## src/rtl/uart_pkg.sv

```systemverilog
`default_nettype none
// ============================================================================
// Module : uart_pkg
// Brief  : Shared UART constants: baud table, divider helper, oversample
//          sample points and FSM state encoding.
// Rev    : 1.0 - initial release
// ============================================================================
package uart_pkg;

  localparam int c_os_rate = 16;
  localparam int c_div_w   = 16;

  // Sample points are the values os_cnt takes on the tick; 15 closes a bit.
  localparam logic [3:0] c_os_s0   = 4'd7;
  localparam logic [3:0] c_os_s1   = 4'd8;
  localparam logic [3:0] c_os_s2   = 4'd9;
  localparam logic [3:0] c_os_last = 4'd15;

  localparam logic [1:0] c_st_idle  = 2'd0;
  localparam logic [1:0] c_st_start = 2'd1;
  localparam logic [1:0] c_st_data  = 2'd2;
  localparam logic [1:0] c_st_stop  = 2'd3;

  typedef logic [2:0] baud_sel_t;

  localparam int c_baud_tbl [0:7] = '{9600, 19200, 38400, 57600,
                                      115200, 115200, 115200, 115200};

  function automatic int div_for(input int clk_freq, input int baud);
    return clk_freq / (baud * c_os_rate) - 1;
  endfunction

  function automatic logic maj3(input logic a, input logic b, input logic c);
    return (a & b) | (a & c) | (b & c);
  endfunction

endpackage
`default_nettype wire

```

## src/rtl/uart_rx_sync.sv

```systemverilog
`default_nettype none
// ============================================================================
// Module : uart_rx_sync
// Brief  : Two-flop synchroniser with a delayed copy for falling-edge detect.
// Rev    : 1.0 - initial release
// ============================================================================
module uart_rx_sync #(
  parameter logic RESET_VAL = 1'b1
) (
  input  logic clk,
  input  logic n_reset,
  input  logic i_async,
  output logic o_sync,
  output logic o_fall
);

  logic r_meta;
  logic r_sync;
  logic r_dly;

  always_ff @(posedge clk or negedge n_reset) begin
    if (!n_reset) begin
      r_meta <= RESET_VAL;
      r_sync <= RESET_VAL;
      r_dly  <= RESET_VAL;
    end else begin
      r_meta <= i_async;
      r_sync <= r_meta;
      r_dly  <= r_sync;
    end
  end

  assign o_sync = r_sync;
  assign o_fall = r_dly & ~r_sync;

endmodule
`default_nettype wire

```

## src/rtl/uart_byte_rx.sv

```systemverilog
`default_nettype none
// ============================================================================
// Module : uart_byte_rx
// Brief  : 8N1 UART byte receiver, 16x oversampling with 3-sample majority.
// Rev    : 1.0 - initial release
// ============================================================================
module uart_byte_rx
  import uart_pkg::*;
#(
  parameter int CLK_FREQ = 50_000_000
) (
  input  logic       clk,
  input  logic       n_reset,
  input  logic       uart_rx,
  input  logic [2:0] Baud_set,
  output logic [7:0] Data,
  output logic       Rx_done,
  output logic       Frame_err
);

  logic               w_rx;
  logic               w_fall;
  logic [1:0]         r_state;
  baud_sel_t          r_baud;
  logic [c_div_w-1:0] r_div;
  logic [c_div_w-1:0] w_div;
  logic [c_div_w-1:0] w_div_tbl [0:7];
  logic [3:0]         r_os;
  logic [3:0]         w_os_nxt;
  logic [2:0]         r_bit;
  logic [7:0]         r_shreg;
  logic               r_s0;
  logic               r_s1;
  logic               w_tick;
  logic               w_start;
  logic               w_vote;

  uart_rx_sync #(.RESET_VAL(1'b1)) u_sync (
    .clk     (clk),
    .n_reset (n_reset),
    .i_async (uart_rx),
    .o_sync  (w_rx),
    .o_fall  (w_fall)
  );

  // Divider reloads are constants per rate select; no runtime division.
  for (genvar g = 0; g < 8; g++) begin : g_div_tbl
    assign w_div_tbl[g] = c_div_w'(div_for(CLK_FREQ, c_baud_tbl[g]));
  end

  assign w_div    = w_div_tbl[r_baud];
  assign w_start  = (r_state == c_st_idle) && w_fall;
  assign w_tick   = (r_div >= w_div);
  assign w_os_nxt = r_os + 4'd1;
  assign w_vote   = maj3(r_s0, r_s1, w_rx);

  always_ff @(posedge clk or negedge n_reset) begin
    if (!n_reset) begin
      r_div <= '0;
      r_os  <= 4'd0;
    end else if (w_start) begin
      r_div <= '0;
      r_os  <= 4'd0;
    end else if (w_tick) begin
      r_div <= '0;
      r_os  <= w_os_nxt;
    end else begin
      r_div <= r_div + 1'b1;
    end
  end

  always_ff @(posedge clk or negedge n_reset) begin
    if (!n_reset) begin
      r_s0 <= 1'b1;
      r_s1 <= 1'b1;
    end else if (w_tick) begin
      if (w_os_nxt == c_os_s0) r_s0 <= w_rx;
      if (w_os_nxt == c_os_s1) r_s1 <= w_rx;
    end
  end

  always_ff @(posedge clk or negedge n_reset) begin
    if (!n_reset) begin
      r_state   <= c_st_idle;
      r_baud    <= '0;
      r_bit     <= 3'd0;
      r_shreg   <= 8'h00;
      Data      <= 8'h00;
      Rx_done   <= 1'b0;
      Frame_err <= 1'b0;
    end else begin
      Rx_done   <= 1'b0;
      Frame_err <= 1'b0;
      case (r_state)
        c_st_idle: begin
          if (w_fall) begin
            r_state <= c_st_start;
            r_baud  <= Baud_set;
            r_bit   <= 3'd0;
          end
        end
        c_st_start: begin
          if (w_tick) begin
            if (w_os_nxt == c_os_s2 && w_vote)
              r_state <= c_st_idle;
            else if (w_os_nxt == c_os_last)
              r_state <= c_st_data;
          end
        end
        c_st_data: begin
          if (w_tick) begin
            if (w_os_nxt == c_os_s2) begin
              r_shreg[r_bit] <= w_vote;
            end else if (w_os_nxt == c_os_last) begin
              r_bit <= r_bit + 3'd1;
              if (r_bit == 3'd7) r_state <= c_st_stop;
            end
          end
        end
        c_st_stop: begin
          // Leave mid stop bit so a start bit right behind it is still seen.
          if (w_tick && w_os_nxt == c_os_s2) begin
            if (w_vote) begin
              Data    <= r_shreg;
              Rx_done <= 1'b1;
            end else begin
              Frame_err <= 1'b1;
            end
            r_state <= c_st_idle;
          end
        end
        default: r_state <= c_st_idle;
      endcase
    end
  end

endmodule
`default_nettype wire

```

## config.mk

```make
export PLATFORM = sky130hd
export DESIGN_NAME = uart_byte_rx
export DESIGN_NICKNAME = d
export VERILOG_FILES = /design/src/rtl/uart_pkg.sv /design/src/rtl/uart_rx_sync.sv /design/src/rtl/uart_byte_rx.sv
export SDC_FILE = /design/constraint.sdc
export NUM_CORES = 1
export LEC_CHECK = 0
export CAP_MARGIN = 20
export CORE_ASPECT_RATIO = 0.6
export CORE_MARGIN = 5
export CORE_UTILIZATION = 40
export DETAILED_ROUTE_END_ITERATION = 8
export GPL_TIMING_DRIVEN = 0
export MAX_ROUTING_LAYER = met4
export PLACE_DENSITY = 0.69
export SYNTH_ARGS = -nofsm -noshare
export SYNTH_HDL_FRONTEND = slang
export SYNTH_HIERARCHICAL = 1
export SYNTH_SLANG_ARGS = --single-unit
```

## constraint.sdc

```tcl
create_clock -name clk -period 3.3 [get_ports clk]
set_input_delay 0.825 -clock clk [delete_from_list [all_inputs] [get_ports clk]]
set_output_delay 0.825 -clock clk [all_outputs]
set_load 0.01 [all_outputs]
```

==> results of run 1 <==
-- placed cells by master (no fill, tap or decap), types with 6 or more instances in the layout --
cell	n
ha_1	18
nand2_1	16
a31oi_1	6
o21ai_0	8
xor2_1	6
and3_1	10
nand3_1	9
clkdlybuf4s50_1	14
mux2_2	19
nor2_1	23
conb_1	6
dfrtp_1	46
inv_1	12
-- worst paths after layout --
| check | to | startpoint | depth (start not counted) |
|---|---|---|---|
| min in group asynchronous | r_div[2] | n_reset | 1 |
| worst min-delay path | u_sync/o_sync | u_sync/r_meta | 0 |
| max in group asynchronous | u_sync/r_dly | n_reset | 2 |
| worst max register to register | Data[6] | r_baud[0] | 11 |
| worst min register to register | u_sync/o_sync | u_sync/r_meta | 0 |
| worst max-delay path | Data[6] | r_baud[0] | 11 |
-- stage by stage --
step | util, % | setup TNS (ns) | power [mW]
5_1_grt | 47.7 | 0 | 1.89
4_1_cts | 47.7 | 0 | 1.76
2_1_floorplan | - | 0 | 1.24
6_report | 47.7 | 0 | 1.75
3_3_place_gp | 46.0 | -3.56 | 1.37
3_5_place_dp | 46.3 | 0 | 1.40
-- layer usage --
metal | global-route usage (%) | up-vias
met3 | 2.75 | 8
met2 | 16.7 | 33
met5 | - | -
li1 | - | 884
met4 | 4.93 | 0
met1 | 19.1 | 875
-- power breakdown --
group	total [mW]	switching, mW	internal, mW
registers	0.813	0.0922	0.721
clock network	0.356	0.206	0.150
logic	0.580	0.327	0.253
total	1.75	0.625	1.12
-- sequential cells by signal (all words and copies together) (netlist names), named ones only --
name / cells
r_div: 16
Data: 8
r_shreg: 8
r_os: 4
r_baud: 3
r_bit: 3
Frame_err: 1
Rx_done: 1
r_s0: 1
r_s1: 1
r_state: 1
u_sync/o_sync: 1
u_sync/r_dly: 1
u_sync/r_meta: 1
-- logic make-up after synthesis --
logic type / Yosys count / synth area share, %
flops: 51 / 49.8
other cells: 1 / 0.145
mux: 20 / 8.69
fa+ha+maj: 19 / 9.13
simple gates: 86 / 17.6
buf+inv: 21 / 3.64
xor+xnor: 9 / 3.06
compound gates: 30 / 8.01
-- critical path: stages (launching register included) --
cell and delay, ns:
dfrtp_1 0.40, inv_1 0.09, ha_1 0.28, or2_2 0.28, ha_1 0.29, and3_1 0.16
o21ai_0 0.07, a31o_2 0.28, a211oi_2 0.27, and4_1 0.25, buf_6 0.15, mux2_2 0.34
-- layout make-up --
cell class                      count  area [um2]  share of cell area, %
Buffer                              9        48.8                   1.65
Multi-Input combinational cell    170        1220                   41.3
Inverter                           12        45.0                   1.53
Clock inverter                      2        13.8                  0.466
Timing Repair Buffer               16         165                   5.59
Clock buffer                        6        72.6                   2.46
Tap cell                           84         105                   3.56
Sequential cell                    51        1280                   43.4
==> impl_metrics.py, run 1 <==
metrics = {
    "die": {
        "dieArea_um2": 8200,
        "std_cell_rows": 22,
        "ios": 16,
        "coreArea_um2": 6190,
        "dieHeight_um": 72.2,
        "floorplan.initialDensity_pct": 41.6,
        "chipWidth_um": 114,
    },
    "routing": {
        "vias": 1800,
        "ant_nets": 0,
        "routed.top_layer": "met4",
        "wl_met3_um": 198,
        "wl_met1_um": 2580,
        "wl_per_cell_um": 13.5,
        "drcViolationCount": 0,
        "drt-vias-per-instance": 5.14,
        "wl_um": 4710,
        "first_pass_iters": 4,
        "drtIter0Drc": 59,
        "met2_length_um": 1870,
    },
    "sta": {
        "maxSlewViolCount": 0,
        "rsz0062_at_grt": "no",
        "min_period_ns": 2.95,
        "finalWorstSetupSlack_ns": 0.350,
        "skew_ns": 0.00703,
        "holdWs_ns": 0.361,
        "fin_crit_sh_pct": 89.4,
        "max_clock_freq_mhz": 339,
        "final_hold_viol_count": 0,
        "setup_viol": 0,
    },
    "cells_and_area": {
        "fin_cells": 350,
        "fillers": 576,
        "nNetsFinal": 289,
        "n_antenna_cell": 0,
        "drive_gt1_share_pct": 17.3,
        "synthToLayoutAreaGrowth_pct": 14.6,
        "final_area_um2": 2950,
    },
    "clocking": {
        "cts.repair.resized": 0,
        "htreeDepth": 2,
        "numCtsBuffers": 5,
        "post-cts-setup-buffer-count": 0,
        "clock_sinks": 51,
        "holdBufCountCts": 0,
        "cts_tree": "yes",
        "cts_max_path_buffers": 2,
        "clk_pin_slew_ns": 0.09,
        "clock_latency_ns": 0.30,
        "cts_root_buffer": "clkbuf_8",
    },
    "global_routing": {
        "grt_pass1_wl_um": 8120,
        "grt_max_degree": 34,
        "grt_overflow": 0,
        "grt_pass1_vias": 1681,
        "grtUsageTotal_pct": 12.8,
        "antenna_found_initial": 0,
    },
    "synthesis": {
        "yosysTopAreaCellShare_pct": 44.7,
        "synth_seq_cells": 51,
        "syn_area_um2": 2580,
        "synth_common_cells": "46 x dfrtp_1, 23 x nor2_1, 19 x mux2_2",
        "synth.most_common_cell": "dfrtp_1",
        "synthArstFlopShare_pct": 100,
        "synth_edf_count": 0,
        "ys_warn_count": 6,
        "ys_seq_area_share_pct": 49.8,
        "avgSynthCellArea_um2": 10.9,
        "synth.area.top_cells": "dfrtp_1 45%, ha_1 8.7%, mux2_2 8.3%",
        "synth_flop_cell": "dfrtp_1",
        "synth_top_area_cell": "dfrtp_1",
        "synth_cell_types": 45,
        "syn_inst": 237,
    },
    "critical_path": {
        "required_ns": 3.49,
        "crit_arrival_ns": 3.14,
        "endpoint_kind": "register",
        "cp_max_fo": 9,
        "crit_path_start_kind": "register",
        "crit_type": "reg2reg",
        "rrSetupSlack_ns": 0.35,
    },
    "min_path": {
        "holdCritPathClass": "reg2reg",
    },
    "power_and_ir_drop": {
        "powerDensity_nw_per_um2": 592,
        "p_leak_nw": 1.39,
        "vdd_ir_drop_max_mv": 0.250,
    },
    "placement": {
        "dp_slack_ns": 0.368,
        "io_buffers": 15,
        "dp_cells": 342,
        "placed_area_um2": 2870,
        "hpwl_um": 3500,
        "gp_congestion": 0.884,
    },
    "job": {
        "drv_cap": 0,
    },
    "run_status": {
        "status": "finished clean",
    },
}
Power figures use the tool's default switching activity.
==> run 2, diff against run 1 <==
--- a/config.mk
+++ b/config.mk
@@ -10,9 +10,10 @@
 export CORE_MARGIN = 5
 export CORE_UTILIZATION = 40
 export DETAILED_ROUTE_END_ITERATION = 8
+export DONT_BUFFER_PORTS = 1
 export GPL_TIMING_DRIVEN = 0
 export MAX_ROUTING_LAYER = met4
-export PLACE_DENSITY = 0.69
+export PLACE_DENSITY = 0.52
 export SYNTH_ARGS = -nofsm -noshare
 export SYNTH_HDL_FRONTEND = slang
 export SYNTH_HIERARCHICAL = 1
==> run 2 against run 1 <==
Against the previous run: clock power up 19%; non-clock buffer count down 16; final cell count down 4.9%; critical endpoint is now Data[1].
==> impl_metrics.py, run 2 (synthesis results as in run 1) <==
metrics = {
    "run_status": {
        "status": "finished clean",
    },
    "sta": {
        "fin_crit_sh_pct": 88.8,
        "final_hold_viol_count": 0,
        "maxSlewViolCount": 0,
        "min_period_ns": 2.93,
        "holdWs_ns": 0.212,
        "setup_viol": 0,
        "skew_ns": 0.00320,
        "finalWorstSetupSlack_ns": 0.371,
        "max_clock_freq_mhz": 341,
        "setup-tns-final_ns": 0,
        "rsz0062_at_grt": "no",
    },
    "routing": {
        "drtIter0Drc": 93,
        "wl_um": 4850,
        "ant_nets": 0,
        "drcViolationCount": 0,
        "wl_per_cell_um": 14.6,
        "vias": 1655,
        "drt-vias-per-instance": 4.97,
        "first_pass_iters": 4,
    },
    "die": {
        "floorplan.initialDensity_pct": 41.6,
        "dieArea_um2": 8200,
        "chipWidth_um": 114,
        "ios": 16,
        "dieHeight_um": 72.2,
        "std_cell_rows": 22,
        "coreArea_um2": 6190,
    },
    "cells_and_area": {
        "nNetsFinal": 273,
        "layout_commonest_cell": "dfrtp_1",
        "n_antenna_cell": 0,
        "fin_cells": 333,
        "largest_reg_flops": 16,
        "drive_gt1_share_pct": 17.7,
        "layout_common_cells": "46 x dfrtp_1, 23 x nor2_1, 19 x mux2_2, 18 x ha_1, 16 x nand2_1",
        "synthToLayoutAreaGrowth_pct": 8.93,
        "largest-register": "r_div",
        "reg_top3": "r_div: 16 flops, Data: 8 flops, r_shreg: 8 flops",
    },
    "critical_path": {
        "crit_chain": "inv_1 > ha_1 > or2_2 > ha_1 > and3_1 > o21ai_0 > a31o_2 > a211oi_2 > and4_1 > buf_6 > mux2_2",
        "cp_max_fo": 9,
        "max_stage_delay_ns": 0.39,
        "endpoint_kind": "register",
        "crit_arrival_ns": 3.12,
        "slowest_stage": "dfrtp_1",
        "required_ns": 3.49,
        "cpMostUsedCell": "ha_1",
        "r2r_cells": 11,
        "crit_type": "reg2reg",
        "crit_path_start_kind": "register",
    },
    "power_and_ir_drop": {
        "powerDensity_nw_per_um2": 638,
        "p_sw_mw": 0.607,
        "clkPwrFrac_pct": 23.8,
        "p_seq_share_pct": 45.3,
        "vdd_ir_drop_max_mv": 0.215,
        "power.total_mw": 1.79,
        "p_leak_nw": 1.33,
        "power_frac_comb_pct": 30.9,
        "p_int_mw": 1.18,
        "swShare_pct": 33.9,
    },
    "placement": {
        "dp_cells": 326,
        "gp_congestion": 0.817,
        "dp_slack_ns": 0.327,
        "io_buffers": 0,
        "hpwl_um": 3450,
    },
    "clocking": {
        "htreeDepth": 2,
        "cts_root_buffer": "clkbuf_8",
        "clk_pin_slew_ns": 0.09,
        "clock_sinks": 51,
        "cts_tree": "yes",
        "numCtsBuffers": 5,
        "post-cts-setup-buffer-count": 0,
        "cts_max_path_buffers": 2,
        "clock_latency_ns": 0.30,
        "holdBufCountCts": 0,
        "cts.repair.resized": 0,
    },
    "global_routing": {
        "antenna_found_initial": 0,
        "grt_overflow": 0,
        "grt_pass1_vias": 1614,
        "grtUsageTotal_pct": 13.3,
        "grt_pass1_wl_um": 8420,
        "grt_max_degree": 52,
    },
    "min_path": {
        "holdCritPathClass": "in2async",
    },
    "job": {
        "drv_cap": 0,
    },
}
## run 2: final cells by class
class | count | area, um2
well taps | 84 | 105
multi-input cells | 170 | 1220
clock buffers | 5 | 68.8
fillers | 602 | 3390
flip-flops and latches | 51 | 1280
plain buffers | 9 | 48.8
clock inverters | 2 | 37.5
inverters | 12 | 45.0
## run 2: path summary, 6_finish.rpt
| path | slack, ns | start | endpoint |
|---|---|---|---|
| max in group asynchronous | 2.90 | n_reset | r_s0 |
| setup reg to reg | 0.37 | r_baud[0] | Data[1] |
| hold reg to reg | 0.36 | u_sync/r_meta | u_sync/o_sync |
| min in group clk | 0.36 | u_sync/r_meta | u_sync/o_sync |
| hold / removal | 0.21 | n_reset | r_div[3] |
| setup / recovery | 0.37 | r_baud[0] | Data[1] |
## run 2: power groups by stage
stage / combinational [mW] / sequential, mW / clock (mW)
after floorplan: 0.442 / 0.797 / 0
after global placement: 0.549 / 0.827 / 0
after detailed placement: 0.553 / 0.824 / 0
after CTS: 0.559 / 0.812 / 0.447
after global routing: 0.644 / 0.826 / 0.471
final: 0.554 / 0.811 / 0.425
## run 2: metrics by stage
step | util [%] | cell area, um2
global placement | 43.6 | 2700
floorplan | - | 2600
finish | 45.3 | 2810
CTS | 45.3 | 2810
global route | 45.3 | 2810
detailed placement | 43.6 | 2700
## run 2: critical path: cells and delay by family (launching register included)
kind	cells	cell delay (ns)
simple gates	3	0.67
compound gates	3	0.63
fa+ha+maj	2	0.57
flops	1	0.39
mux	1	0.34
buf+inv	2	0.23
## run 2: metal layers
layer	track usage [%]	vias to the layer above	wire (um)
li1	-	839	-
met1	22.0	788	2950
met2	15.3	23	1700
met3	3.42	5	168
met4	2.80	0	34
met5	-	-	0
==> run 3, diff against run 2 <==
--- a/config.mk
+++ b/config.mk
@@ -5,6 +5,7 @@
 export SDC_FILE = /design/constraint.sdc
 export NUM_CORES = 1
 export LEC_CHECK = 0
+export ABC_AREA = 1
 export CAP_MARGIN = 20
 export CORE_ASPECT_RATIO = 0.6
 export CORE_MARGIN = 5
==> run 3 against run 2 <==
Against the previous run: design area rose by 0.71%; sequential share of layout area fell by 0.32 points; setup slack improved by 0.37 ns; global-route usage fell by 0.32 points; first-iteration DRC count fell by 15%; die area rose by 0.30%; register-to-register slack improved by 0.37 ns; sequential power rose by 0.6%; clock skew rose by 0.0019 ns; sequential cell count did not move; utilization rose by 0.32 points; clock power rose by 6.1%; critical path type unchanged.
==> impl_metrics.py, run 3 <==
metrics = {
    "run_status": {
        "status": "finished clean",
    },
    "critical_path": {
        "crit_chain": "inv_1 > ha_1 > or2_2 > ha_1 > nand2_1 > nor2_1 > nor2_1 > nand2_1 > nand2_1 > nand2_1 > nand2_1 > nand2_1 > nand3_1 > nor2_2 > nand2_1 > nand2_1 > nand2_1",
        "crit_path_start_kind": "register",
        "cpMostUsedCell": "nand2_1",
        "max_stage_delay_ns": 0.39,
        "slowest_stage": "dfrtp_1",
        "cp_max_fo": 4,
        "crit_family": "simple AND/OR/NAND/NOR gates",
        "crit_type": "reg2reg",
        "endpoint_kind": "register",
        "path_buf_inv": 1,
        "crit_arrival_ns": 2.77,
        "required_ns": 3.50,
    },
    "clocking": {
        "clk_pin_slew_ns": 0.09,
        "clock_latency_ns": 0.31,
        "holdBufCountCts": 0,
        "cts_tree": "yes",
        "htreeDepth": 2,
        "cts_max_path_buffers": 2,
        "cts_root_buffer": "clkbuf_8",
        "cts.repair.resized": 0,
        "numCtsBuffers": 5,
        "clock_sinks": 51,
        "post-cts-setup-buffer-count": 0,
    },
    "sta": {
        "min_period_ns": 2.56,
        "finalWorstSetupSlack_ns": 0.738,
        "maxSlewViolCount": 0,
        "setup-tns-final_ns": 0,
        "final_hold_viol_count": 0,
        "setup_viol": 0,
        "rsz0062_at_grt": "no",
        "skew_ns": 0.00514,
        "fin_crit_sh_pct": 77.6,
        "max_clock_freq_mhz": 390,
    },
    "synthesis": {
        "synth-compound-area-share_pct": 7.84,
        "synth.most_common_cell": "nand2_1",
        "ys_seq_area_share_pct": 49.6,
        "synthArstFlopShare_pct": 100,
        "muxShareOfSynthArea_pct": 0,
        "synth_top_family_by_area": "simple AND/OR/NAND/NOR gates",
        "synth_top_area_cell": "dfrtp_1",
        "syn_area_um2": 2590,
        "synth_seq_cells": 51,
        "ys_warn_count": 6,
        "synth_flop_cell": "dfrtp_1",
        "synth_cell_types": 30,
        "synth_adder_area_share_pct": 8.71,
        "avgSynthCellArea_um2": 8.77,
        "yosysTopAreaCellShare_pct": 44.5,
        "synthSimpleGateAreaFrac_pct": 24.9,
        "synthXorXnorAreaFrac_pct": 1.69,
        "synth_common_cells": "68 x nand2_1, 46 x dfrtp_1, 39 x inv_1",
        "syn_inst": 295,
        "synth_edf_count": 0,
        "synth.area.top_cells": "dfrtp_1 45%, nand2_1 9.9%, ha_1 8.7%",
    },
    "placement": {
        "hpwl_um": 3320,
        "dp_slack_ns": 0.772,
        "placed_area_um2": 2710,
        "gp_congestion": 0.777,
        "io_buffers": 0,
    },
    "routing": {
        "vias": 1765,
        "wl_um": 4540,
        "drcViolationCount": 0,
        "first_pass_iters": 4,
        "drtIter0Drc": 79,
        "wl_per_cell_um": 11.6,
        "ant_nets": 0,
        "drt-vias-per-instance": 4.50,
    },
    "global_routing": {
        "grt_overflow": 0,
        "grtUsageTotal_pct": 13.0,
        "grt_pass1_vias": 1818,
        "grt_max_degree": 52,
        "grt_pass1_wl_um": 8310,
        "antenna_found_initial": 0,
    },
    "cells_and_area": {
        "multi_input_comb_area_um2": 1140,
        "final_area_um2": 2830,
        "largest_reg_flops": 16,
        "seq_area_um2": 1280,
        "layout_commonest_cell": "nand2_1",
        "nNetsFinal": 331,
        "fillers": 618,
        "layout_common_cells": "68 x nand2_1, 46 x dfrtp_1, 39 x inv_1, 32 x nor2_1",
        "reg_top3": "r_div: 16 flops, Data: 8 flops, r_shreg: 8 flops",
        "synthToLayoutAreaGrowth_pct": 9.34,
        "n_antenna_cell": 0,
        "utilization_pct": 45.7,
        "largest-register": "r_div",
        "drive_gt1_share_pct": 12.7,
    },
    "job": {
        "drv_cap": 0,
    },
    "power_and_ir_drop": {
        "p_leak_nw": 1.40,
        "powerDensity_nw_per_um2": 638,
        "power.total_mw": 1.80,
        "vdd_ir_drop_max_mv": 0.214,
    },
    "die": {
        "std_cell_rows": 22,
        "coreArea_um2": 6190,
        "dieHeight_um": 72.3,
        "ios": 16,
        "dieArea_um2": 8230,
        "floorplan.initialDensity_pct": 41.8,
        "chipWidth_um": 114,
    },
    "min_path": {
        "holdCritPathClass": "in2async",
    },
}
## run 3: where the power goes
group          total (mW)  leakage [nW]  switching [mW]  internal, mW
clock               0.451        0.0612           0.206         0.245
combinational       0.538         0.677           0.346         0.192
sequential          0.816         0.659          0.0899         0.726
total                1.80          1.40           0.641          1.16
## run 3: final timing paths
| check | start | to | slack, ns | cells after the start |
|---|---|---|---|---|
| worst max-delay path | r_baud[0] | register | 0.74 | 17 |
| worst min-delay path | n_reset | r_div[1] | 0.20 | 0 |
| worst max register to register | r_baud[0] | register | 0.74 | 17 |
| worst min register to register | u_sync/r_meta | u_sync/o_sync | 0.36 | 0 |
| max in group asynchronous | n_reset | u_sync/r_dly | 2.92 | 0 |
| min in group clk | u_sync/r_meta | u_sync/o_sync | 0.36 | 0 |
## run 3: cell families after synthesis
kind of cell	count (synthesis)
AND/OR/NAND/NOR	141
XOR/XNOR	5
AO/OA/AOI/OAI	34
flip-flops	51
buffers and inverters	45
adder cells (fa/ha/maj)	18
other	1
## run 3: stage by stage
stage / hold WS, ns / cells
after floorplan: 0.345 / 300
after global placement: 0.347 / 384
after detailed placement: 0.348 / 384
after CTS: 0.187 / 392
after global routing: 0.177 / 392
final: 0.203 / 392
## run 3: metal layers
metal | up-vias | track usage, % | routed length [um]
li1 | 946 | - | -
met4 | 0 | 3.16 | 54
met1 | 801 | 18.4 | 2530
met3 | 7 | 3.92 | 154
met5 | - | - | 0
met2 | 11 | 18.2 | 1800
## run 3: cell type report
type                    instances  share of cell area, %
clock buffers                   6                   2.92
plain buffers                   3                  0.929
multi-input cells             204                   40.3
inverters                      42                   5.58
well taps                      84                   3.72
flip-flops and latches         51                   45.4
clock inverters                 2                   1.24
